## config.mk

```make
export PLATFORM = sky130hd
export DESIGN_NAME = e1_tx_bd_autoload
export DESIGN_NICKNAME = d
export VERILOG_FILES = /design/src/rtl/e1_pkg.sv /design/src/rtl/e1_tx_bd_ring_ptr.sv /design/src/rtl/e1_tx_bd_autoload.sv
export SDC_FILE = /design/constraint.sdc
export NUM_CORES = 1
export LEC_CHECK = 0
export BUFFER_PORTS_ARGS = -buffer_cell sky130_fd_sc_hd__buf_2
export CORE_UTILIZATION = 45
export CTS_BUF_LIST = sky130_fd_sc_hd__clkbuf_2
export CTS_CLUSTER_DIAMETER = 60
export DETAILED_ROUTE_END_ITERATION = 10
export MAX_ROUTING_LAYER = met4
export PLACE_DENSITY = 0.67
export SYNTH_ARGS = -nofsm -noshare
export SYNTH_HDL_FRONTEND = slang
export SYNTH_HIERARCHICAL = 1
export SYNTH_SLANG_ARGS = --single-unit
```

## constraint.sdc

```tcl
create_clock -name clk -period 8.1 [get_ports clk]
set_clock_uncertainty 0.1 [all_clocks]
set_input_delay 1.215 -clock clk [delete_from_list [all_inputs] [get_ports clk]]
set_output_delay 1.215 -clock clk [all_outputs]
set_load 0.005 [all_outputs]
```

## src/rtl/e1_pkg.sv

```systemverilog
// Shared constants for the E1 TX BD autoload sequencer: status word bit map,
// BD word field positions and the access-cycle state encoding.
package e1_pkg;

    // Status/control word bit positions (read with m_addr_lsb = 0)
    localparam int STAT_UNDERFLOW_BIT = 12;
    localparam int STAT_BTO_FULL_BIT  = 11;
    localparam int STAT_BTO_EMPTY_BIT = 10;
    localparam int STAT_BTI_FULL_BIT  = 9;
    localparam int STAT_BTI_EMPTY_BIT = 8;

    // BD word field positions (m_addr_lsb = 1)
    localparam int BD_VALID_BIT  = 15;
    localparam int BD_CRC_HI_BIT = 14;
    localparam int BD_CRC_LO_BIT = 13;

    // Access-cycle FSM encoding; each bus access is an A/B pair
    localparam logic [2:0] S_IDLE   = 3'd0;
    localparam logic [2:0] S_STAT_A = 3'd1;
    localparam logic [2:0] S_STAT_B = 3'd2;
    localparam logic [2:0] S_RDBD_A = 3'd3;
    localparam logic [2:0] S_RDBD_B = 3'd4;
    localparam logic [2:0] S_WRBD_A = 3'd5;
    localparam logic [2:0] S_WRBD_B = 3'd6;

endpackage

```

## src/rtl/e1_tx_bd_ring_ptr.sv

```systemverilog
// Ring offset counter: counts 0..i_last and wraps, presenting the slot
// number i_base + offset truncated to MFW bits.
module e1_tx_bd_ring_ptr #(
    parameter int MFW = 7
) (
    input  logic           clk,
    input  logic           rst,
    input  logic           i_clr,
    input  logic           i_adv,
    input  logic [MFW-1:0] i_base,
    input  logic [MFW-1:0] i_last,
    output logic [MFW-1:0] o_slot
);

    logic [MFW-1:0] r_off;

    // Offset advances on each use and returns to zero after the last ring slot
    always_ff @(posedge clk or posedge rst) begin
        if (rst) begin
            r_off <= '0;
        end else if (i_clr) begin
            r_off <= '0;
        end else if (i_adv) begin
            r_off <= (r_off == i_last) ? '0 : r_off + MFW'(1);
        end
    end

    // Slot wraps modulo 2^MFW naturally through truncation
    assign o_slot = i_base + r_off;

endmodule

```

## src/rtl/e1_tx_bd_autoload.sv

```systemverilog
// E1 TX BD autoload: bus master of the TX submodule port that submits filled
// multiframe slots into BD-in and reclaims completions from BD-out.
module e1_tx_bd_autoload
    import e1_pkg::*;
#(
    parameter int MFW = 7
) (
    input  logic           clk,
    input  logic           rst,
    input  logic           cfg_ena,
    input  logic [MFW-1:0] cfg_mf_base,
    input  logic [MFW-1:0] cfg_mf_last,
    input  logic [1:0]     cfg_crc_e,
    input  logic           host_push,
    output logic           m_addr_sel,
    output logic           m_addr_lsb,
    output logic           m_we,
    output logic           m_clr,
    output logic [15:0]    m_wdata,
    input  logic [15:0]    m_rdata,
    output logic           done_stb,
    output logic [MFW-1:0] done_mf,
    output logic [MFW:0]   credits,
    output logic [MFW:0]   inflight,
    output logic           err_seq,
    output logic           err_ovf,
    output logic           underflow
);

    localparam logic [MFW:0] ONE = (MFW+1)'(1);

    logic [2:0]     r_state;
    logic [2:0]     w_nxt;
    logic           r_bto_empty;
    logic           r_bti_full;
    logic           w_clr;
    logic           w_submit;
    logic           w_done;
    logic           w_full;
    logic           w_push_ok;
    logic [MFW:0]   w_occ;
    logic [MFW:0]   w_ring_size;
    logic [MFW-1:0] w_sub_slot;
    logic [MFW-1:0] w_exp_slot;
    logic [15:0]    w_bd_word;
    logic           w_unused_rdata;

    // Enabling from IDLE restarts the ring bookkeeping from scratch
    assign w_clr       = (r_state == S_IDLE) && cfg_ena;
    assign w_submit    = (r_state == S_WRBD_A);
    assign w_done      = (r_state == S_RDBD_A) && m_rdata[BD_VALID_BIT];
    assign w_occ       = credits + inflight;
    assign w_ring_size = {1'b0, cfg_mf_last} + ONE;
    assign w_full      = (w_occ >= w_ring_size);
    assign w_push_ok   = host_push && !w_full;
    assign w_unused_rdata = ^m_rdata;

    e1_tx_bd_ring_ptr #(.MFW(MFW)) u_sub_ptr (
        .clk    (clk),
        .rst    (rst),
        .i_clr  (w_clr),
        .i_adv  (w_submit),
        .i_base (cfg_mf_base),
        .i_last (cfg_mf_last),
        .o_slot (w_sub_slot)
    );

    e1_tx_bd_ring_ptr #(.MFW(MFW)) u_exp_ptr (
        .clk    (clk),
        .rst    (rst),
        .i_clr  (w_clr),
        .i_adv  (w_done),
        .i_base (cfg_mf_base),
        .i_last (cfg_mf_last),
        .o_slot (w_exp_slot)
    );

    // BD word for the next submit: valid clear, E-bits, slot number
    always_comb begin
        w_bd_word = '0;
        w_bd_word[BD_CRC_HI_BIT:BD_CRC_LO_BIT] = cfg_crc_e;
        w_bd_word[MFW-1:0] = w_sub_slot;
    end

    // Next access: reclaim beats submit; a low enable drains after the B cycle
    always_comb begin
        w_nxt = r_state;
        case (r_state)
            S_IDLE:   if (cfg_ena) w_nxt = S_STAT_A;
            S_STAT_A: w_nxt = S_STAT_B;
            S_STAT_B: begin
                if (!cfg_ena)                         w_nxt = S_IDLE;
                else if (!r_bto_empty)                w_nxt = S_RDBD_A;
                else if (!r_bti_full && credits != '0) w_nxt = S_WRBD_A;
                else                                  w_nxt = S_STAT_A;
            end
            S_RDBD_A: w_nxt = S_RDBD_B;
            S_WRBD_A: w_nxt = S_WRBD_B;
            S_RDBD_B,
            S_WRBD_B: w_nxt = cfg_ena ? S_STAT_A : S_IDLE;
            default:  w_nxt = S_IDLE;
        endcase
    end

    // State register and bus outputs, decoded from the state being entered
    always_ff @(posedge clk or posedge rst) begin
        if (rst) begin
            r_state    <= S_IDLE;
            m_addr_sel <= 1'b0;
            m_addr_lsb <= 1'b0;
            m_we       <= 1'b0;
            m_clr      <= 1'b1;
            m_wdata    <= '0;
        end else begin
            r_state <= w_nxt;
            case (w_nxt)
                S_STAT_A, S_RDBD_A, S_WRBD_A: begin
                    m_addr_sel <= 1'b1;
                    m_clr      <= 1'b0;
                    m_addr_lsb <= (w_nxt != S_STAT_A);
                    m_we       <= (w_nxt == S_WRBD_A);
                    m_wdata    <= (w_nxt == S_WRBD_A) ? w_bd_word : 16'h0000;
                end
                S_IDLE: begin
                    m_addr_sel <= 1'b0;
                    m_clr      <= 1'b1;
                    m_addr_lsb <= 1'b0;
                    m_we       <= 1'b0;
                    m_wdata    <= '0;
                end
                default: begin
                    // B cycle: target latches write data late, so m_wdata holds
                    m_addr_sel <= 1'b0;
                    m_clr      <= 1'b1;
                    m_we       <= 1'b0;
                end
            endcase
        end
    end

    // Status latch taken during the status read cycle
    always_ff @(posedge clk or posedge rst) begin
        if (rst) begin
            r_bto_empty <= 1'b1;
            r_bti_full  <= 1'b1;
            underflow   <= 1'b0;
        end else if (r_state == S_STAT_A) begin
            r_bto_empty <= m_rdata[STAT_BTO_EMPTY_BIT];
            r_bti_full  <= m_rdata[STAT_BTI_FULL_BIT];
            underflow   <= m_rdata[STAT_UNDERFLOW_BIT];
        end
    end

    // Completion strobe, completed slot and out-of-order detection
    always_ff @(posedge clk or posedge rst) begin
        if (rst) begin
            done_stb <= 1'b0;
            done_mf  <= '0;
            err_seq  <= 1'b0;
        end else begin
            done_stb <= w_done;
            if (w_done) done_mf <= m_rdata[MFW-1:0];
            if (w_clr)
                err_seq <= 1'b0;
            else if (w_done && (m_rdata[MFW-1:0] != w_exp_slot))
                err_seq <= 1'b1;
        end
    end

    // Credit and in-flight accounting; pushes beyond ring capacity are dropped
    always_ff @(posedge clk or posedge rst) begin
        if (rst) begin
            credits  <= '0;
            inflight <= '0;
            err_ovf  <= 1'b0;
        end else if (w_clr) begin
            credits  <= '0;
            inflight <= '0;
            err_ovf  <= 1'b0;
        end else begin
            case ({w_push_ok, w_submit})
                2'b10:   credits <= credits + ONE;
                2'b01:   credits <= credits - ONE;
                default: credits <= credits;
            endcase
            if (host_push && w_full) err_ovf <= 1'b1;
            if (w_submit)
                inflight <= inflight + ONE;
            else if (w_done && inflight != '0)
                inflight <= inflight - ONE;
        end
    end

endmodule

```

Word level (Yosys, flattened, before mapping). Index checks and enable logic that the tools add are counted.

Register bits: 66. Bits of input ports: 36. Output and inout bits: 47. Logic and storage cells: 92.

Add/sub/neg operators: 10. Magnitude comparators: 1. Eq/ne operators: 15. Muxes and demuxes: 27. Reduce and logical (&&, ||, !) cells: 22.

Operators with widths (number): $mux W7 (6); $mux W8 (4); $pmux W16 S2 (1); $pmux W3 S6 (1); $add A8 B1 Y8 const B (2); $pmux W8 S2 (1); $reduce_bool A8 Y1 (2); $sub A8 B1 Y8 const B (2); $mux W15 (1); $add A7 B1 Y7 const B (2); $add A7 B7 Y7 (2); $eq A7 B7 Y1 (2); $eq A3 B3 Y1 const B (4); $mux W3 (4); $reduce_bool A2 Y1 (5); $eq A3 B2 Y1 const B (3); $add A7 B1 Y8 const B (1); $add A8 B8 Y8 (1); $ge A8 B8 Y1 (1); $mux W1 (8); $logic_and A1 B1 Y1 (7); $ne A7 B7 Y1 (1); $eq A3 B1 Y1 const B (2); $logic_not A3 Y1 (2); other kinds (8) (10).

Longest topological paths before layout. Gate-level depths: netlist (run 1).

Depth in word-level cells: 9. Mapped depth: 21. Depth with buffers taken out: 21.

By module. Netlist (run 1), hierarchy kept.

Modules (own cells, without submodules): e1_tx_bd_autoload (instances 1, cells each 301, area an instance 2970.3 um^2, sequential area each 1129.8 um^2); e1_tx_bd_ring_ptr (u_exp_ptr) (instances 1, cells each 85, area an instance 742.0 um^2, sequential area each 175.2 um^2); e1_tx_bd_ring_ptr (u_sub_ptr) (instances 1, cells each 85, area an instance 737.0 um^2, sequential area each 175.2 um^2).

Worst setup path after synthesis (run 1). Ideal clock, no wire load.

Path kind: register -> register. Start point: register credits[0]. End point: register credits[7]. Library setup time: 0.079 ns. Arrival: 3.998 ns. Required time: 7.921 ns. Path slack: 3.923 ns. Stages on the path, launching flop included: 22. Buffers on the path: 0. Period minus slack after synthesis: 4.177 ns. Cell sequence: dfrtp_1 -> ha_1 -> inv_1 -> fa_1 -> nor2b_1 -> o21ai_0 -> a21oi_1 -> o21a_1 -> nor2_1 -> xnor2_1 -> ha_1 -> nand3_1 -> nor2_1 -> a211oi_4 -> nor2_1 -> ha_1 -> a21oi_1 -> o22ai_1 -> nor3_1 -> o21bai_1 -> mux2i_1 -> mux2i_1.

Word-level cells in the longest chain between the ends: 7. Elaborated cells on any way between the ends: 11. Those cells by class: add/sub (3); order compare (1); eq/ne (2); mux (2); reduce/logical (3).

Ends and longest elaborated chain: start: declaration (RTL line e1_tx_bd_autoload.sv:23) `output logic [MFW:0] credits,`; start signal: assignment (RTL line e1_tx_bd_autoload.sv:182) `2'b10: credits <= credits + ONE;`; start signal: assignment (RTL line e1_tx_bd_autoload.sv:183) `2'b01: credits <= credits - ONE;`; start signal: assignment (RTL line e1_tx_bd_autoload.sv:184) `default: credits <= credits;`; $add A8 B8 Y8 (RTL line e1_tx_bd_autoload.sv:52) `assign w_occ = credits + inflight;`; $ge A8 B8 Y1 (RTL line e1_tx_bd_autoload.sv:54) `assign w_full = (w_occ >= w_ring_size);`; $logic_not A1 Y1 (RTL line e1_tx_bd_autoload.sv:55) `assign w_push_ok = host_push && !w_full;`; $logic_and A1 B1 Y1 (RTL line e1_tx_bd_autoload.sv:55); $eq A2 B1 Y1 or $eq A2 B2 Y1 (tied branches) (RTL line e1_tx_bd_autoload.sv:181) `case ({w_push_ok, w_submit})`; $pmux W8 S2 (RTL line e1_tx_bd_autoload.sv:181); $mux W8 (RTL line e1_tx_bd_autoload.sv:176) `end else if (w_clr) begin`.

Several ways; a longest one is shown, not always the timed one. A chain may end at the register's enable or synchronous reset.

Final worst setup path (run 1). Same ends and word-level chain as after synthesis.

==> qor.yml, run 1 <==
cts.sinks: 59
crit_chain: "ha_1, inv_1, fa_1, nor2b_1, o21ai_0, a21oi_1, o21a_1, nor2_1, xnor2_1, ha_1, nand3_1, nor2_1, a211oi_4, nor2_1, ha_1, a21oi_1, o22ai_1, nor3_1, o21bai_1, mux2i_1, mux2i_1"
start_kind: "register"
synthDistinctLibCells: 56
maxCapViolCount: 0
synthCells: 471
period_needed_ns: 4.76
cts.clk_slew.worst_paths_ns: 0.19
irDropWorstVdd_v: 0.000105
cts_max_path_buffers: 2
coreArea_um2: 9420
reg2reg_depth: 21
status: "completed"
rsz0062_at_grt: "false"
async_flop_share_pct: 100
cts_made_buffers: 9
cp-end-kind: "register"
die_height_um: 101
routedWlPerCell_um: 14.1
grt_overflow: 0
ys_seq_area_share_pct: 33.3
max_freq_mhz: 210
cts_tree: "built"
p_per_area_nw_per_um2: 248
holdPathStages: 1
dpl.hpwl_um: 7510
finalSetupTns_ns: 0
area_delta_synth_final_pct: 13.1
gp_congestion: 0.891
synth_adder_area_share_pct: 14.1
synth_edf_count: 0
synth-xor-area-share_pct: 11.4
drtIter0Drc: 158
cts_setup_buffers: 0
p_leak_nw: 2.45
synth_ff_type: "dfrtp_1"
hold_violations: 0
synthTopCellsByArea: "dfrtp_1, ha_1, xnor2_1, o21ai_0, inv_1"
finalSetupViolations: 0
finalCritPeriodShare_pct: 58.8
cts_resized: 0
grt_pass1_vias: 3577
yosysTopAreaCellShare_pct: 31.5
synth-compound-area-share_pct: 17.7
port_buffers: 70
grt_max_degree: 46
vias: 3578
start_util_pct: 47.3
num_antenna_cells: 0
slew_violations: 0
crit_family: "adder cells"
ctsHoldBuffers: 0
yosysWarningCount: 6
antenna_found_initial: 0
synth_most_common_cell: "dfrtp_1"
yosys.area_share.simple_pct: 14.5
cts_max_level: 3
worstSetupPathType: "register to register"
synth_top_cell_by_area: "dfrtp_1"
cp_max_fo: 8
critPathSlowestCell: "dfrtp_1"
row_count: 35
cts-root-buf: "clkbuf_2"
synth.ff_latch_count: 59
routed_wl_um: 9600
total_power_mw: 1.25
path_buf_inv: 1
drc: 0
gr-usage-all-layers_pct: 21.1
nets: 628
synth_area_per_cell_um2: 9.45
worst-path-stages: 21
synth_top_family_by_area: "compound AO/OA/AOI/OAI gates"
synth_area_um2: 4450
viasPerCell: 5.27
relSlewSlack_pct: 26.3
dr.pass1.iters: 4
hold_class: "register to register"
crit_required_ns: 8.42
arrival_ns: 5.08
final_layout_size_suffix_gt1_share_pct: 21.6
floorplan.die.width_um: 101
synthTopCellsByCount: "dfrtp_1, inv_1, ha_1, xnor2_1, o21ai_0"
design.die.area_um2: 10300
final_antenna_net_count: 0
worstMarginPinSlew_ns: 1.10
synthMuxAreaShare_pct: 3.18
filler_cell_count: 898
grt_pass1_wl_um: 16400
num_io_pins: 83
slowest_delay_ns: 0.55
clock_latency_ns: 0.49
-- routing by layer --
layer / part of all wire [%] / wire length [µm] / global-route usage, % / vias up
li1: - / - / - / 1797
met2: 48 / 4620 / 35.7 / 84
met5: 0 / 0 / - / -
met1: 46 / 4460 / 25.7 / 1679
met3: 3.3 / 319 / 3.11 / 18
met4: 2.0 / 191 / 7.47 / 0
-- registers in the layout (all words and copies together), names as in the netlist --
| signal | count |
|---|---|
| u_exp_ptr/r_off | 7 |
| credits | 8 |
| r_state | 3 |
| underflow | 1 |
| m_addr_sel | 1 |
| done_stb | 1 |
| m_we | 1 |
| done_mf | 7 |
| err_seq | 1 |
| m_addr_lsb | 1 |
| r_bto_empty | 1 |
| err_ovf | 1 |
| u_sub_ptr/r_off | 7 |
| r_bti_full | 1 |
| m_clr | 1 |
| m_wdata | 9 |
| inflight | 8 |
-- report_power, final --
group	internal, mW	switching, mW
registers	0.357	0.0769
clock network	0.101	0.120
logic	0.278	0.318
total	0.736	0.514
-- path summary, 6_finish.rpt --
path / slack, ns / start / end
worst max-delay path: 3.34 / credits[0]$_DFFE_PP0P_ / credits[7]$_DFFE_PP0P_
worst min-delay path: 0.42 / m_wdata[3]$_DFFE_PP0P_ / m_wdata[3]$_DFFE_PP0P_
worst max register to register: 3.34 / credits[0]$_DFFE_PP0P_ / credits[7]$_DFFE_PP0P_
worst min register to register: 0.42 / m_wdata[3]$_DFFE_PP0P_ / m_wdata[3]$_DFFE_PP0P_
max in group asynchronous: 6.46 / rst / m_wdata[1]$_DFFE_PP0P_
min in group asynchronous: 0.55 / rst / u_sub_ptr/r_off[4]$_DFFE_PP0P_
-- through the flow --
step,instances,util (%),hold WS (ns),instance area (µm²),worst slack [ns]
final,679,53.4,0.424,5030,3.34
after global routing,679,53.4,0.448,5030,2.89
after CTS,679,53.4,0.427,5030,3.31
after detailed placement,663,52.0,0.388,4890,3.31
after global placement,663,52.0,0.384,4890,3.47
after floorplan,477,-,0.386,4470,3.92
-- logic make-up (layout without fill, tap and decap cells) --
group	after synthesis	in the layout
buffers and inverters	59	132
adders and majority gates	47	47
other	1	7
AOI/OAI and AO/OA	109	109
DFF	59	59
muxes	13	13
and+or+nand+nor	126	126
xor gates and xnor gates	57	57
-- layout make-up --
cell class,instances,area [µm²],share of cell area (%)
sequential,59,1480,29.4
clock inverter,7,92.6,1.84
tap,129,161,3.21
clock buffer,9,45.0,0.895
multi-input combinational,359,2730,54.3
inverter,46,173,3.43
timing repair buffer,70,350,6.96
-- placed cells by master, fill, tap and decap left out, types with 3 or more instances in the layout --
master	n
a211oi_1	3
a21oi_1	13
a21oi_2	4
a22o_1	9
a31oi_1	3
and2_1	4
buf_2	70
clkbuf_2	9
clkinvlp_4	3
conb_1	7
dfrtp_1	56
dfstp_2	3
fa_1	5
ha_1	42
inv_1	44
mux2_2	9
mux2i_1	4
nand2_1	25
nand3_1	22
nor2_1	33
nor2b_1	10
nor3_1	10
nor4_1	6
o2111ai_1	6
o21a_1	7
o21ai_0	34
o31ai_1	5
xnor2_1	37
xor2_1	19
Power figures use the tool's default switching activity.
==> inputs of run 2 (changes only) <==
==> constraint.sdc (replaced) <==
create_clock -name clk -period 4.55 [get_ports clk]
set_clock_uncertainty 0.1 [all_clocks]
set_input_delay 0.6825 -clock clk [delete_from_list [all_inputs] [get_ports clk]]
set_output_delay 0.6825 -clock clk [all_outputs]
set_load 0.005 [all_outputs]
==> run 2 against run 1 <==
  * Routed wire length grew 3.0%
  * Clock power grew 43%
  * Largest power group unchanged
  * Sequential power grew 74%
  * Power grew 79%
  * Die area is the same
  * Non-clock buffer count grew 7
  * Final cell count grew 1.0%
  * Combinational power grew 96%
  * Highest routed layer unchanged
==> qor.yml, run 2 (synthesis results as in run 1) <==
status: "completed"
period_needed_ns: 4.18  # -0.587 ns
total_power_mw: 2.24  # +79%
worstMarginPinSlew_ns: 1.15  # +0.0578 ns
finalCritPeriodShare_pct: 91.8  # +33 points
cts_made_buffers: 9  # unchanged
max_freq_mhz: 239  # +14%
start_kind: "register"
grt_overflow: 0  # unchanged
worstSetupPathType: "register to register"
final_cells: 686  # +1.0%
rsz0062_at_grt: "false"
finalInstanceArea_um2: 5150  # +2.3%
maxCapViolCount: 0  # unchanged
start_util_pct: 47.3  # unchanged
floorplan.die.width_um: 101  # unchanged
hold_end: "m_clr$_DFF_PP1_"
cts_max_level: 3  # unchanged
max_flop_register: "m_wdata"
final_antenna_net_count: 0  # unchanged
cp_max_fo: 7  # -1
grt_max_degree: 46  # unchanged
cts.sinks: 59  # unchanged
final_layout_size_suffix_gt1_share_pct: 24.6  # +3.0 points
relSlewSlack_pct: 23.0  # -3.3 points
r2r-start: "credits[2]$_DFFE_PP0P_"
port_buffers: 70  # unchanged
grt_pass1_wl_um: 17000  # +3.4%
grt_pass1_vias: 3625  # +1.3%
r2r_setup_slack_ns: 0.37  # -2.96 ns
cts.clk_slew.worst_paths_ns: 0.21  # +0.02 ns
cp-end-kind: "register"
die_height_um: 101  # unchanged
row_count: 35  # unchanged
drtIter0Drc: 154  # -2.5%
p_leak_nw: 2.47  # +0.80%
cp-startpoint: "credits[2]$_DFFE_PP0P_"
num_antenna_cells: 0  # unchanged
slew_violations: 0  # unchanged
gp_congestion: 0.897  # +0.68%
reg2reg_depth: 19  # -9.5%
post-place-cells: 667  # +0.60%
cts_tree: "built"
arrival_ns: 4.52  # -0.56 ns
area_delta_synth_final_pct: 15.7
p_per_area_nw_per_um2: 435  # +75%
antenna_found_initial: 0  # unchanged
irDropWorstVdd_v: 0.000175  # +66%
layout_common_cells: "buf_2, dfrtp_1, inv_1"
routed_wl_um: 9890  # +3.0%
finalSetupViolations: 0  # unchanged
vias: 3633  # +1.5%
finalSetupTns_ns: 0  # unchanged
routedWlPerCell_um: 14.4  # +2.0%
hold_violations: 0  # unchanged
r2r-end: "credits[7]$_DFFE_PP0P_"
largest_reg_flops: 9  # unchanged
hold_path_startpoint: "cfg_ena"
dr.pass1.iters: 5  # +1
final_common_cell: "buf_2"
dpl.hpwl_um: 7600  # +1.3%
dpl-instance-area_um2: 4920  # +0.61%
design.die.area_um2: 10300  # unchanged
reg_top3: "m_wdata (9), credits (8), inflight (8)"
cts_max_path_buffers: 2  # unchanged
clock_latency_ns: 0.50  # about the same
hold_class: "input port to register"
gr-usage-all-layers_pct: 21.8  # +0.73 points
coreArea_um2: 9420  # unchanged
holdPathStages: 2  # +1
viasPerCell: 5.30  # +0.50%
nets: 635  # +1.1%
drc: 0  # unchanged
num_io_pins: 83  # unchanged
crit_required_ns: 4.90  # -3.52 ns
cts-root-buf: "clkbuf_2"
-- run 2: cell type report --
type,instances,area [µm²]
repair buffers,77,405
flip-flops and latches,59,1480
multi-input cells,359,2820
inverters,46,173
clock inverters,7,58.8
clock buffers,9,45.0
fillers,891,4270
well taps,129,161
-- run 2: critical path: stages (launching register included) --
cell,delay (ns)
dfrtp_1,0.52
ha_1,0.37
nor2b_1,0.14
o21ai_0,0.19
a21oi_1,0.12
o21a_1,0.18
nor2_1,0.11
xnor2_1,0.13
ha_1,0.29
a21oi_2,0.21
o221ai_4,0.13
a211oi_4,0.28
nor2_4,0.14
ha_4,0.31
a21oi_1,0.08
o22ai_2,0.18
nor3_2,0.05
o21bai_1,0.16
mux2i_1,0.24
mux2i_1,0.20
-- run 2: metal layers --
metal / vias up / GRT usage (%) / routed length (µm)
met1: 1727 / 27.3 / 4480
li1: 1804 / - / -
met3: 10 / 3.11 / 386
met2: 92 / 36.3 / 4900
met4: 0 / 7.36 / 119
met5: - / - / 0
-- run 2: worst max path at each step --
stage	to	slack [ns]
finish	credits[7]$_DFFE_PP0P_	0.37
global route	credits[7]$_DFFE_PP0P_	0.01
CTS	credits[7]$_DFFE_PP0P_	0.03
detailed placement	credits[7]$_DFFE_PP0P_	0.07
global placement	credits[7]$_DFFE_PP0P_	0.20
floorplan	credits[7]$_DFFE_PP0P_	0.37
-- run 2: repair_timing --
item                       CTS  global route
hold buffers                 1             0
gates resized for setup      0            17
setup endpoints to repair    0             5
hold endpoints to repair     8             0
buffers inserted             0             2
-- run 2: through the flow --
stage	util (%)	hold WS, ns	setup WS [ns]
2_1_floorplan	-	0.386	0.373
3_3_place_gp	52.3	0.384	0.198
3_5_place_dp	52.3	0.389	0.0747
4_1_cts	53.5	0.191	0.0256
5_1_grt	54.7	0.176	0.0107
6_report	54.7	0.228	0.372
-- run 2: where the power goes --
part	internal, mW	total, mW	switching, mW	leakage (nW)
clock network	0.0804	0.316	0.236	0.0599
registers	0.635	0.754	0.119	0.779
logic	0.550	1.17	0.620	1.63
==> inputs of run 3 (changes only) <==
--- a/config.mk
+++ b/config.mk
@@ -6,12 +6,15 @@
 export NUM_CORES = 1
 export LEC_CHECK = 0
 export BUFFER_PORTS_ARGS = -buffer_cell sky130_fd_sc_hd__buf_2
-export CORE_UTILIZATION = 45
+export CELL_PAD_IN_SITES_DETAIL_PLACEMENT = 1
+export CELL_PAD_IN_SITES_GLOBAL_PLACEMENT = 2
+export CORE_UTILIZATION = 36
 export CTS_BUF_LIST = sky130_fd_sc_hd__clkbuf_2
 export CTS_CLUSTER_DIAMETER = 60
 export DETAILED_ROUTE_END_ITERATION = 10
 export MAX_ROUTING_LAYER = met4
-export PLACE_DENSITY = 0.67
+export PLACE_DENSITY_LB_ADDON = 0.1
+export RECOVER_POWER = 100
 export SYNTH_ARGS = -nofsm -noshare
 export SYNTH_HDL_FRONTEND = slang
 export SYNTH_HIERARCHICAL = 1
==> run 3 against run 2 <==
  * The flow now finishes with violations (capacitance limit, slew limit)
  * Critical path type unchanged
  * Sequential power is 1% lower
  * Final cell count rose by 4.5%
  * Core utilization is 12 points lower
  * Die area is 24% higher
  * Sequential share of layout area fell by 0.16 points
  * Maximum frequency is 1.4% lower
  * Largest power group unchanged
  * Clock-buffer cell count did not move
  * Non-clock buffer count is 13 higher
  * Worst hold slack lost 0.085 ns
==> qor.yml, run 3 (synthesis results as in run 1) <==
cp-end-kind: "register"
slew_violations: 58  # +58
path_buf_inv: 1  # +1
gr-usage-all-layers_pct: 20.4  # -1.4 points
routedWlPerCell_um: 16.4  # +14%
routed_wl_um: 11700  # +19%
final_antenna_net_count: 0  # unchanged
coreArea_um2: 12000  # +28%
grt_pass1_wl_um: 19700  # +16%
cts_made_buffers: 9  # unchanged
row_count: 40  # +14%
finalCritPeriodShare_pct: 93.2  # +1.3 points
wl_met3_um: 320  # -17%
num_io_pins: 83  # unchanged
r2r-start: "inflight[0]$_DFFE_PP0P_"
relSlewSlack_pct: -95.5  # -120 points
r2r_setup_slack_ns: 0.31  # -0.06 ns
irDropWorstVdd_v: 0.000157  # -10%
floorplan.die.width_um: 113  # +12%
drtIter0Drc: 122  # -21%
nets: 648  # +2.0%
drt-met1-wl_um: 5190  # +16%
drc: 0  # unchanged
cts_max_path_buffers: 2  # unchanged
arrival_ns: 4.66  # +0.14 ns
hold_class: "input port to register"
start_kind: "register"
cts_max_level: 3  # unchanged
maxCapViolCount: 2  # +2
crit_required_ns: 4.98  # +0.08 ns
max_freq_mhz: 236  # -1.4%
violations: "capacitance limit, slew limit"
grt_pass1_vias: 4069  # +12%
cp-startpoint: "inflight[0]$_DFFE_PP0P_"
final_cells: 717  # +4.5%
post-place-cells: 697  # +4.5%
status: "complete, but fails checks"
antenna_found_initial: 0  # unchanged
cp-endpoint: "credits[7]$_DFFE_PP0P_"
dpl.hpwl_um: 9190  # +21%
wl_met2_um: 6050  # +23%
die_height_um: 113  # +12%
layout_common_cells: "buf_2, dfrtp_1, inv_1"
largest_reg_flops: 9  # unchanged
finalSetupTns_ns: 0  # unchanged
port_buffers: 70  # unchanged
cts_tree: "built"
p_leak_nw: 2.46  # -0.24%
max_flop_register: "m_wdata"
grt_overflow: 0  # unchanged
cts-root-buf: "clkbuf_2"
worstSetupPathType: "register to register"
final_layout_size_suffix_gt1_share_pct: 22.1  # -2.5 points
worst-path-stages: 21  # +2
fin_util_pct: 43.1  # -12 points
p_per_area_nw_per_um2: 441  # +1.3%
critPathSlowestCell: "dfrtp_1"
cp_max_fo: 6  # -1
num_antenna_cells: 0  # unchanged
crit_chain: "ha_2, inv_1, fa_2, nor2b_1, o21ai_1, a21oi_1, o21a_1, nor2_1, xnor2_1, ha_1, a21oi_2, o221ai_2, a211oi_4, nor2_4, ha_4, a21oi_1, o22ai_2, nor3_2, o21bai_1, mux2i_1, mux2i_1"
period_needed_ns: 4.24  # +0.0604 ns
finalSetupViolations: 0  # unchanged
vias: 3756  # +3.4%
area_delta_synth_final_pct: 16.4
design.die.area_um2: 12800  # +24%
gp_congestion: 0.819  # -8.6%
cts.clk_slew.worst_paths_ns: 0.25  # +0.04 ns
viasPerCell: 5.24  # -1.1%
hold_violations: 0  # unchanged
start_util_pct: 37.0  # -10 points
grt_max_degree: 46  # unchanged
final_common_cell: "buf_2"
dr.pass1.iters: 4  # -1
highest_layer: "met4"
crit_family: "compound AO/OA/AOI/OAI gates"
reg2reg_depth: 21  # +2
cts.sinks: 59  # unchanged
r2r-end: "credits[7]$_DFFE_PP0P_"
worstMarginPinSlew_ns: 2.86  # +1.71 ns
clock_latency_ns: 0.58  # +0.08 ns
reg_top3: "m_wdata (9), credits (8), inflight (8)"
slowest_delay_ns: 0.42  # -0.10 ns
run 3: cell types whose count changed in the layout (fill, tap and decap cells not counted), moves of 2 or more:
cell and change:
o21ai_0 +2, inv_1 +2, clkbuf_1 +19, buf_2 -13, o21ai_1 -2, buf_4 +7
inv_2 -2
run 3: worst min-delay path by stage:
stage / start / to / slack [ns] / cells after the start
4_1_cts: cfg_ena / m_clr$_DFF_PP1_ / 0.10 / 2
5_1_grt: cfg_ena / m_clr$_DFF_PP1_ / 0.12 / 2
6_report: cfg_ena / m_clr$_DFF_PP1_ / 0.14 / 2
2_1_floorplan: rst / u_exp_ptr/r_off[0]$_DFFE_PP0P_ / 0.39 / 1
3_3_place_gp: err_seq$_DFFE_PP0P_ / err_seq$_DFFE_PP0P_ / 0.38 / 2
3_5_place_dp: err_ovf$_DFFE_PP0P_ / err_ovf$_DFFE_PP0P_ / 0.39 / 2
run 3: cell type report:
type                       count  area [µm²]
sequential                    59        1480
fill                        1450        6830
tap                          147         184
inverter                      46         173
timing repair buffer          90         464
clock buffer                   9        45.0
multi-input combinational    359        2770
clock inverter                 7        58.8
run 3: per-layer routing:
metal / track usage (%) / vias up
met1: 23.7 / 1853
met5: - / -
met3: 3.11 / 14
met2: 35.3 / 61
li1: - / 1828
met4: 8.42 / 0
run 3: worst reg2reg max path, stage by stage (launching register included):
cell and delay (ns):
dfrtp_1 0.42, ha_2 0.19, inv_1 0.05, fa_2 0.33, nor2b_1 0.13, o21ai_1 0.08, a21oi_1 0.19, o21a_1 0.14
nor2_1 0.04, xnor2_1 0.16, ha_1 0.28, a21oi_2 0.17, o221ai_2 0.15, a211oi_4 0.30, nor2_4 0.14, ha_4 0.30
a21oi_1 0.08, o22ai_2 0.23, nor3_2 0.05, o21bai_1 0.18, mux2i_1 0.26, mux2i_1 0.22
run 3: metrics by stage:
| stage | hold slack, ns | setup slack, ns | total power, mW | area [µm²] |
|---|---|---|---|---|
| global placement | 0.378 | 0.0899 | 1.92 | 5040 |
| floorplan | 0.386 | 0.373 | 1.56 | 4470 |
| CTS | 0.103 | 0.0178 | 2.31 | 5150 |
| global route | 0.118 | -0.0474 | 2.50 | 5180 |
| finish | 0.143 | 0.312 | 2.28 | 5180 |
| detailed placement | 0.385 | -0.0581 | 1.96 | 5040 |
run 3: report_power, final:
group	total [mW]	leakage (nW)	internal, mW	switching, mW
Sequential	0.743	0.778	0.636	0.107
Combinational	1.20	1.62	0.551	0.654
Clock	0.337	0.0652	0.0815	0.256
run 3: timing repair:
action,4_1_cts,5_1_grt
setup endpoints to repair,1,5
gates resized for setup,1,15
setup buffers,0,3
hold buffers,1,0
hold endpoints to repair,14,0
pin swaps,1,10
